==> src/rtl/qr_cordic_pkg.sv <==
// Shared definitions for the QR-CORDIC result path: default widths, the
// transmitter state encoding and the pointer width helper.
package qr_cordic_pkg;

    localparam int unsigned TBITS_DEF   = 64;
    localparam int unsigned TBYTE_DEF   = 8;
    localparam int unsigned NUM_COL_DEF = 8;

    typedef enum logic [1:0] {
        FILL = 2'd0,
        SEND = 2'd1,
        DONE = 2'd2
    } tx_state_e;

    function automatic int unsigned ptr_width(input int unsigned n);
        return (n > 1) ? $clog2(n) : 1;
    endfunction

endpackage

==> src/rtl/axis_matrix_tx.sv <==
// Buffers one NUM_COL-word result matrix from the CORDIC core and streams it
// out on an AXI4-Stream master with TLAST on the final column.
module axis_matrix_tx
    import qr_cordic_pkg::*;
#(
    parameter int unsigned TBITS   = TBITS_DEF,
    parameter int unsigned TBYTE   = TBYTE_DEF,
    parameter int unsigned NUM_COL = NUM_COL_DEF
) (
    input  logic             aclk,
    input  logic             aresetn,
    input  logic             res_valid,
    output logic             res_ready,
    input  logic [TBITS-1:0] res_data,
    output logic             M_AXIS_S2MM_TVALID,
    input  logic             M_AXIS_S2MM_TREADY,
    output logic [TBITS-1:0] M_AXIS_S2MM_TDATA,
    output logic [TBYTE-1:0] M_AXIS_S2MM_TKEEP,
    output logic             M_AXIS_S2MM_TLAST,
    output logic             busy,
    output logic             frame_done
);

    localparam int unsigned   PW       = ptr_width(NUM_COL);
    localparam logic [PW-1:0] LAST_IDX = PW'(NUM_COL - 1);

    tx_state_e        state_q, state_d;
    logic [PW-1:0]    wr_ptr_q, wr_ptr_d;
    logic [PW-1:0]    rd_ptr_q, rd_ptr_d;
    logic [PW-1:0]    rd_nxt;
    logic [TBITS-1:0] mem_q [NUM_COL];
    logic [TBITS-1:0] mem_d [NUM_COL];
    logic             tvalid_q, tvalid_d;
    logic [TBITS-1:0] tdata_q, tdata_d;
    logic [TBYTE-1:0] tkeep_q, tkeep_d;
    logic             tlast_q, tlast_d;
    logic             ready_q, ready_d;
    logic             load_acc;
    logic             beat_acc;

    assign load_acc = res_valid && ready_q;
    assign beat_acc = tvalid_q && M_AXIS_S2MM_TREADY;
    assign rd_nxt   = rd_ptr_q + 1'b1;

    always_comb begin
        state_d  = state_q;
        wr_ptr_d = wr_ptr_q;
        rd_ptr_d = rd_ptr_q;
        mem_d    = mem_q;
        tvalid_d = tvalid_q;
        tdata_d  = tdata_q;
        tkeep_d  = tkeep_q;
        tlast_d  = tlast_q;
        unique case (state_q)
            FILL: begin
                if (load_acc) begin
                    mem_d[wr_ptr_q] = res_data;
                    if (wr_ptr_q == LAST_IDX) begin
                        // Column 0 was stored on an earlier edge, so it can be
                        // presented straight from the buffer.
                        wr_ptr_d = '0;
                        rd_ptr_d = '0;
                        state_d  = SEND;
                        tvalid_d = 1'b1;
                        tdata_d  = mem_q[0];
                        tkeep_d  = '1;
                        tlast_d  = 1'b0;
                    end else begin
                        wr_ptr_d = wr_ptr_q + 1'b1;
                    end
                end
            end
            SEND: begin
                if (beat_acc) begin
                    if (tlast_q) begin
                        tvalid_d = 1'b0;
                        tlast_d  = 1'b0;
                        tkeep_d  = '0;
                        state_d  = DONE;
                    end else begin
                        rd_ptr_d = rd_nxt;
                        tdata_d  = mem_q[rd_nxt];
                        tlast_d  = (rd_nxt == LAST_IDX);
                    end
                end
            end
            DONE: begin
                state_d = FILL;
            end
            default: begin
                state_d = FILL;
            end
        endcase
        // Registered so res_ready stays low while reset is asserted.
        ready_d = (state_d == FILL);
    end

    always_ff @(posedge aclk or negedge aresetn) begin
        if (!aresetn) begin
            state_q  <= FILL;
            wr_ptr_q <= '0;
            rd_ptr_q <= '0;
            tvalid_q <= 1'b0;
            tdata_q  <= '0;
            tkeep_q  <= '0;
            tlast_q  <= 1'b0;
            ready_q  <= 1'b0;
        end else begin
            state_q  <= state_d;
            wr_ptr_q <= wr_ptr_d;
            rd_ptr_q <= rd_ptr_d;
            tvalid_q <= tvalid_d;
            tdata_q  <= tdata_d;
            tkeep_q  <= tkeep_d;
            tlast_q  <= tlast_d;
            ready_q  <= ready_d;
        end
    end

    always_ff @(posedge aclk) begin
        mem_q <= mem_d;
    end

    assign res_ready          = ready_q;
    assign M_AXIS_S2MM_TVALID = tvalid_q;
    assign M_AXIS_S2MM_TDATA  = tdata_q;
    assign M_AXIS_S2MM_TKEEP  = tkeep_q;
    assign M_AXIS_S2MM_TLAST  = tlast_q;
    assign busy               = (state_q == SEND);
    assign frame_done         = (state_q == DONE);

endmodule

==> config.mk <==
export PLATFORM = sky130hd
export DESIGN_NAME = axis_matrix_tx
export DESIGN_NICKNAME = d
export VERILOG_FILES = /design/src/rtl/qr_cordic_pkg.sv /design/src/rtl/axis_matrix_tx.sv
export SDC_FILE = /design/constraint.sdc
export NUM_CORES = 1
export LEC_CHECK = 0
export CAP_MARGIN = 20
export CORE_MARGIN = 2
export CORE_UTILIZATION = 50
export CTS_CLUSTER_DIAMETER = 120
export DETAILED_ROUTE_END_ITERATION = 10
export MAX_ROUTING_LAYER = met4
export PLACE_DENSITY_LB_ADDON = 0.25
export SYNTH_ARGS = -nofsm -noshare
export SYNTH_HDL_FRONTEND = slang
export SYNTH_SLANG_ARGS = --single-unit
export TNS_END_PERCENT = 100
==> constraint.sdc <==
create_clock -name aclk -period 5.9 [get_ports aclk]
set_input_delay 1.18 -clock aclk [delete_from_list [all_inputs] [get_ports aclk]]
set_output_delay 1.18 -clock aclk [all_outputs]
set_load 0.01 [all_outputs]
=== Yosys cells after proc, flatten, opt, wreduce, memory -nomap -nowiden ===
Index checks and enable logic that the tools add are counted.

* $add $sub $neg: 2
* $lt $le $gt $ge: 3
* Equality and inequality tests: 9
* Multiplexer cells: 37
* Bitwise operators: 2
* Reductions and logical operators: 10

{| class="wikitable"
|+ Operators with widths
! cell !! count
|-
| bitwise mux 512 bit || 1
|-
| 2-to-1 mux 64 bit || 7
|-
| binary-select mux 64 bit (select 3 bit) || 1
|-
| demux 64 bit (select 3 bit) || 1
|-
| one-hot mux 64 bit (2 select lines) || 1
|-
| 2-to-1 mux 8 bit || 4
|-
| one-hot mux 8 bit (2 select lines) || 1
|-
| 2-to-1 mux 3 bit || 5
|-
| AND reduction 5 bit || 2
|-
| greater-or-equal comparator 4 bit, second input constant || 2
|-
| 2-to-1 mux 1 bit || 8
|-
| 2-to-1 mux 2 bit || 4
|-
| NOT 3 -> 4 bit || 2
|-
| adder 3 x 1 -> 3 bit, second input constant || 2
|-
| equality test 3 bit, second input constant || 2
|-
| != test 2 bit, second input constant || 3
|-
| one-hot mux 3 bit (2 select lines) || 1
|-
| zero test 2 bit || 2
|-
| less-than comparator 4 x 1 -> 1 bit, second input constant || 1
|-
| != test 2 x 1 -> 1 bit, second input constant || 2
|-
| one-hot mux 1 bit (2 select lines) || 2
|-
| one-hot mux 2 bit (2 select lines) || 1
|-
| AND reduction 4 bit || 1
|-
| logical AND 1 bit || 3
|-
| 4 further kinds || 4
|}

* Register bits after elaboration: 595
* Input port bits: 68
* Output and inout bits: 77
* Word-level logic and storage cells: 79

=== Longest topological paths before layout ===
Gate-level depths: netlist of the first run.

* Depth in word-level cells: 8
* Depth in mapped cells: 9
* Gate-level depth less buffers: 6

=== Worst setup path before layout of the first run ===
No wires, ideal clock.

* Path type: input port to flip-flop
* Start: input res_valid
* End: register mem_q[448] (netlist bit), enable pin
* Setup time: 565 ps
* Arrival time: 6014 ps
* Required time: 5335 ps
* Slack: -679 ps
* Stages: 4
* Buffers on the path: 1
* Cells stage by stage: nor4bb_1 -> buf_2 -> nand2b_1 -> nor3_1

* Word-level cells in the longest chain between the ends: 2

{| class="wikitable"
|+ RTL lines
! item !! RTL line !! text
|-
| start: declaration || axis_matrix_tx.sv:12 || <nowiki>input logic res_valid,</nowiki>
|-
| logical AND 1 bit || axis_matrix_tx.sv:41 || <nowiki>assign load_acc = res_valid && ready_q;</nowiki>
|-
| AND reduction 2 bit (no line) || n/a ||
|-
| end signal: assignment || axis_matrix_tx.sv:121 || <nowiki>mem_q <= mem_d;</nowiki>
|-
| end: declaration || axis_matrix_tx.sv:31 || <nowiki>logic [TBITS-1:0] mem_q [NUM_COL];</nowiki>
|}

No other way between the ends.
A chain may end at the register's enable or synchronous reset.

=== Worst setup path in the final report of the first run ===
* Start: register state_q[1]
* End: output busy

* Word-level cells in the longest chain between the ends: 1

{| class="wikitable"
|+ RTL lines
! item !! RTL line !! text
|-
| start: declaration || axis_matrix_tx.sv:27 || <nowiki>tx_state_e state_q, state_d;</nowiki>
|-
| start signal: assignment || axis_matrix_tx.sv:109 || <nowiki>state_q <= state_d;</nowiki>
|-
| equality test 2 x 1 -> 1 bit || axis_matrix_tx.sv:129 || <nowiki>assign busy = (state_q == SEND);</nowiki>
|-
| end: declaration || axis_matrix_tx.sv:20 || <nowiki>output logic busy,</nowiki>
|}

No other way between the ends.

==> results of run 1 <==
==> placed cells by master (no fill, tap or decap), types with 2 or more instances in the layout <==
cell type / instances
edfxtp_1: 512
clkdlybuf4s50_1: 143
mux4_2: 128
a21oi_1: 127
dfrtp_1: 74
nor2_1: 66
a22oi_1: 63
clkbuf_16: 61
buf_4: 22
clkinv_1: 13
nand2_1: 12
clkinv_2: 12
clkbuf_1: 9
nor2_4: 8
clkbuf_8: 7
mux2_2: 4
buf_12: 4
nand3_1: 3
nand2b_1: 3
ha_1: 3
clkinvlp_4: 3
diode_2: 2
inv_1: 2
nor3_4: 2
nand4b_1: 2
o21ai_1: 2
bufinv_16: 2
==> cell usage after synthesis, types with 3 or more instances <==
library cell and n:
nand2b_1 4, dfrtp_1 75, nand2_1 12, edfxtp_1 512, buf_6 14, mux2_2 4
buf_1 4, nor2_1 72, buf_4 11, nand3_1 3, nor3_1 3, buf_2 18
ha_1 4, a22oi_1 63, mux4_2 128, clkbuf_1 24, a21oi_1 128
==> critical path: cells and delay by family (launching register included) <==
kind          cells  cell delay, ns
simple gates      1            0.91
flops             1            0.47
buf+inv           2            0.83
==> flip-flops by register name, summed over array words and instances, names as in the netlist <==
signal             cells
M_AXIS_S2MM_TKEEP      1
rd_ptr_q               3
M_AXIS_S2MM_TLAST      1
M_AXIS_S2MM_TDATA     64
mem_q                512
res_ready              1
wr_ptr_q               3
state_q                2
==> cell type report <==
cell class / count / area share [%]
timing repair buffer: 169 / 6.39
sequential: 587 / 65.8
clock buffer: 77 / 6.31
clock inverter: 31 / 0.772
antenna: 2 / 0.0191
tap: 592 / 2.82
inverter: 3 / 0.0429
multi-input combinational: 436 / 17.9
==> cell families (layout without fill, tap and decap cells) <==
group / count (synthesis) / after routing / share of synthesized area [%]
buffers and inverters: 74 / 280 / 2.00
adder cells (fa/ha/maj): 4 / 4 / 0.225
other: 0 / 2 / 0
XOR/XNOR: 2 / 2 / 0.0786
flip-flops: 587 / 587 / 77.4
multiplexers: 132 / 132 / 13.1
AO/OA/AOI/OAI: 198 / 198 / 5.22
AND/OR/NAND/NOR: 100 / 100 / 1.91
==> routing by layer <==
layer | track usage (%) | vias to the layer above
met5 | - | -
met2 | 34.5 | 396
met3 | 3.11 | 68
met1 | 28.8 | 5917
met4 | 5.68 | 0
li1 | - | 4815
==> report_power, final <==
part / internal, mW / switching [mW] / total (mW)
Sequential: 4.98 / 0.302 / 5.28
Combinational: 1.69 / 1.92 / 3.61
Clock: 2.05 / 1.50 / 3.55
Total: 8.72 / 3.72 / 12.4
==> stage by stage <==
stage          power (mW)  utilization (%)  area (um^2)  instances
2_1_floorplan        7.67                -        22300       1097
3_3_place_gp         8.99             55.2        24400       1787
3_5_place_dp         9.04             55.2        24400       1787
4_1_cts              12.6             59.5        26200       1895
5_1_grt              13.0             59.5        26200       1897
6_report             12.4             59.5        26200       1897
==> final timing paths <==
| path | startpoint | endpoint | slack (ns) | cells past startpoint |
|---|---|---|---|---|
| setup / recovery | state_q[1] | busy | 1.91 | 3 |
| hold / removal | M_AXIS_S2MM_TDATA[14] | M_AXIS_S2MM_TDATA[14] | 0.53 | 2 |
| setup reg to reg | state_q[1] | M_AXIS_S2MM_TDATA[28] | 2.54 | 5 |
| hold reg to reg | M_AXIS_S2MM_TDATA[14] | M_AXIS_S2MM_TDATA[14] | 0.53 | 2 |
| max in group asynchronous | aresetn | rd_ptr_q[0] | 4.13 | 2 |
| min in group asynchronous | aresetn | M_AXIS_S2MM_TDATA[7] | 0.59 | 1 |
==> run metrics, run 1 <==
status=completed; DRC violations left=0; clock latency on the worst-skew pair=0.61 ns; Placement Rows=77; Lkg Pwr=8.55 nW; via/cell ratio=5.90; critical path cell sequence=nand2b_4 > inv_2 > clkdlybuf4s50_1; Syn Nets=1169; via count=11200; initial core utilization=50.5%; Final Cycle Share=67.7%; Iter 0 DRT Violations=963; Max Root-Sink Buffers=3; Clk pin slew, worst setup/hold paths=0.06 ns; worst hold slack=0.528 ns; NumNets Final=1327; RSZ-0062 raised after global routing=false; Hold-fix buffers, CTS=0; metal3 WL=2880 um; Synth top area share=69.0%; total die area=46300 um^2; final wirelength=47300 um; Area Growth Syn to Fin=17.8%; CP startpoint kind=flop; Fmax=250 MHz; clk sink count=587; Req. time, crit path=4.72 ns; PwrDens=474 nW/um^2; vias in the first global route=11500; share of cells above drive strength 1=20.0%; first drt pass iteration count=5; initial antenna violation count=2; # fillers=3272; footprint of the multi-input gates=4690 um^2; Synth async-reset ratio=12.8%; Final Slew Violations=0; post-CTS setup buffer count=0; Peak VDD IR=0.323 mV; first-pass GRT wire length=71500 um; pre-CTS WS=2.10 ns; largest net degree at the start of global routing=69; DR top layer=met4; Mean Syn Cell Area=20.3 um^2; slew at the pin with the worst max-slew slack=1.14 ns; Port-buffer cells=144; Synth Cell Area=22300 um^2; GRT Total Usage=21.3%; Seq cells post-synth=587; num ports=145; clock root buffer=clkbuf_16; WL/cell=25.0 um; TritonCTS clock tree=built; Reg area=17300 um^2; Crit Path Max Fanout=68; Hold Path Class=flop to flop; final worst setup slack=1.91 ns; number of synthesized flops with an enable pin=512; crit path DAT=2.81 ns; # setup viols final=0; gpl congestion=0.702; slowest stage delay, CP=0.91 ns; ANT nets after route=0; Syn Inst Count=1097; Final Hold Vio Count=0; CTS Buf Count=58; hpwl dp=25100 um; metal2 WL=23900 um; area of the core=44100 um^2; max_cap viols=0; setup TNS=0 ns; Yosys cell types=30; post-layout minimum cycle time=3.99 ns; Resize count post-CTS=0; register area share after synthesis=77.4%; met1 WL=19600 um; Main synth FF type=edfxtp_1; H-tree depth=2; Crit Path Category=flop to output port; gr ovfl total=0; endpoint class of the critical path=output port; Die Ht=215 um; die width=215 um; worst clock skew=0.0161 ns; post-synth top area cell=edfxtp_1; worst relative slew slack=24.1%; Yosys Warn Count=0; critical path's slowest cell=nand2b_4; Synth area leaders=edfxtp_1 69%, mux4_2 13%, dfrtp_1 8.4%
Power figures use the tool's default switching activity.
==> run 2: changes to the inputs <==
Clock period 5.9 ns to 3.65 ns, I/O delays scaled along.
==> run 2 against run 1 <==
Clock power grew 66%; sequential power grew 61%; via count increased by 0.63%; global-route usage is 0.57 points higher; final cell count grew 0.37%; first-iteration DRC count fell by 4.2%; combinational power up 65%; count of clock-buffer cells in the layout is 9 higher; clock skew grew 0.011 ns; register-to-register slack worse by 1.5 ns; wire length up 1.2%; worst hold slack got worse by 0.47 ns.
==> run metrics, run 2 (synthesized netlist as in run 1, its figures left out) <==
post-CTS setup buffer count=0 (unchanged); H-tree depth=2 (unchanged); Req. time, crit path=2.92 ns (-1.80 ns); Area Growth Syn to Fin=18.7%; Final Slew Violations=0 (unchanged); Crit Path Category=flop to output port; Worst R2R Setup Slack=1.02 ns (-1.52 ns); Final Hold Vio Count=0 (unchanged); area of the core=44100 um^2 (unchanged); clock latency on the worst-skew pair=0.62 ns (about the same); GRT Total Usage=21.9% (+0.57 points); Hold Path Class=primary input to async pin; via count=11300 (+0.63%); critical path cell sequence=nand2b_4 > inv_2 > clkdlybuf4s50_1; Reg with most FFs=mem_q; setup TNS=0 ns (unchanged); Placement Rows=77 (unchanged); Max Root-Sink Buffers=3 (unchanged); worst clock skew=0.0273 ns (+0.0112 ns); DRC violations left=0 (unchanged); total design power=20.4 mW (+64%); worst relative slew slack=42.2% (+18 points); Die Ht=215 um (unchanged); Lkg Pwr=8.63 nW (+0.94%); ANT nets after route=0 (unchanged); Port-buffer cells=144 (unchanged); status=completed; Top delay family on crit path=buffers and inverters; Post-Place Cells=1793 (+0.34%); TritonCTS clock tree=built; commonest cells after routing, fill and taps aside=512 x edfxtp_1, 143 x clkdlybuf4s50_1, 128 x mux4_2; share of cells above drive strength 1=20.0% (+0.092 points); slew at the pin with the worst max-slew slack=0.867 ns (-0.270 ns); slowest stage delay, CP=0.66 ns (-0.25 ns); Post-Route Utilization=59.9% (+0.48 points); R2R Path Start=rd_ptr_q[0]; RSZ-0062 raised after global routing=false; crit path DAT=2.45 ns (-0.36 ns); clock root buffer=clkbuf_16; R2R cell count=5 (unchanged); Finished Layout Cells=1904 (+0.37%); die width=215 um (unchanged); vias in the first global route=11800 (+2.3%); largest net degree at the start of global routing=70 (+1.4%); Clk pin slew, worst setup/hold paths=0.06 ns (about the same); Iter 0 DRT Violations=923 (-4.2%); hpwl dp=25800 um (+2.5%); initial core utilization=50.5% (unchanged); gr ovfl total=0 (unchanged); post-layout minimum cycle time=3.18 ns; num ports=145 (unchanged); final wirelength=47900 um (+1.2%); commonest non-fill, non-tap cell in the layout=edfxtp_1; worst path bufs/invs=2 (unchanged); Crit Reg-Reg Endpoint=M_AXIS_S2MM_TDATA[63]; first drt pass iteration count=5 (unchanged); max FFs per register=512 (unchanged); critical path's slowest cell=clkdlybuf4s50_1; via/cell ratio=5.92 (+0.26%); Peak VDD IR=0.520 mV (+61%); gpl congestion=0.724 (+3.1%); Resize count post-CTS=0 (unchanged); endpoint class of the critical path=output port; CTS Buf Count=57 (-1.7%); clk sink count=587 (unchanged); Final Cycle Share=87.0%; WL/cell=25.2 um (+0.80%); PwrDens=770 nW/um^2 (+62%); NumNets Final=1332 (+0.38%); total die area=46300 um^2 (unchanged); initial antenna violation count=5 (+3); max_cap viols=0 (unchanged); first-pass GRT wire length=73300 um (+2.5%); Hold-fix buffers, CTS=0 (unchanged); # setup viols final=0 (unchanged); Fmax=315 MHz; CP startpoint kind=flop; Crit Path Max Fanout=32 (-53%)
[run 2: cell types whose count changed in the layout (fill, tap and decap cells not counted), sizes merged]
cell      delta
clkinvlp     -3
bufinv       +3
buf          +6
diode        +3
clkinv      -11
clkbuf       +9
[run 2: worst reg2reg max path, cell delays in order (launching register included)]
cell     delay, ns
dfrtp_4       0.44
buf_4         0.61
buf_4         0.56
mux4_2        0.58
a22oi_1       0.19
a21oi_1       0.10
[run 2: worst max-delay path by stage]
stage          slack, ns  cells past startpoint        from          to
6_report            0.47                      3  state_q[1]        busy
5_1_grt             0.36                      3  state_q[1]        busy
4_1_cts             0.43                      3  state_q[1]        busy
3_5_place_dp        0.64                      6   res_valid  mem_q[453]
3_3_place_gp        0.65                      6   res_valid  mem_q[455]
2_1_floorplan      -0.76                      4   res_valid  mem_q[100]
[run 2: per-stage QoR]
| step | hold slack [ns] | instance area [um^2] | setup WS (ns) |
|---|---|---|---|
| 5_1_grt | 0.0536 | 26400 | 0.365 |
| 3_3_place_gp | 0.492 | 24500 | 0.653 |
| 2_1_floorplan | 0.434 | 22300 | -0.762 |
| 6_report | 0.0613 | 26400 | 0.473 |
| 3_5_place_dp | 0.505 | 24500 | 0.644 |
| 4_1_cts | 0.0392 | 26400 | 0.429 |
[run 2: final cells by class]
cell class                 count  area (um^2)
antenna                        5         12.5
clock inverter                20          245
tap                          592          741
sequential                   587        17300
clock buffer                  86         1650
multi-input combinational    436         4690
timing repair buffer         175         1850
fill                        3253        17700
inverter                       3         11.3
[run 2: layer usage]
metal	up-vias	wire [um]	GRT usage, %
met1	5954	19800	29.5
met2	429	23900	35.0
met3	62	3500	4.46
met5	-	0	-
li1	4821	-	-
met4	0	682	4.74
[run 2: report_power, final]
group | total, mW | internal (mW) | switching (mW) | leakage [nW]
logic | 5.97 | 2.82 | 3.14 | 2.24
clock network | 5.90 | 3.46 | 2.43 | 0.928
registers | 8.50 | 8.05 | 0.446 | 5.46
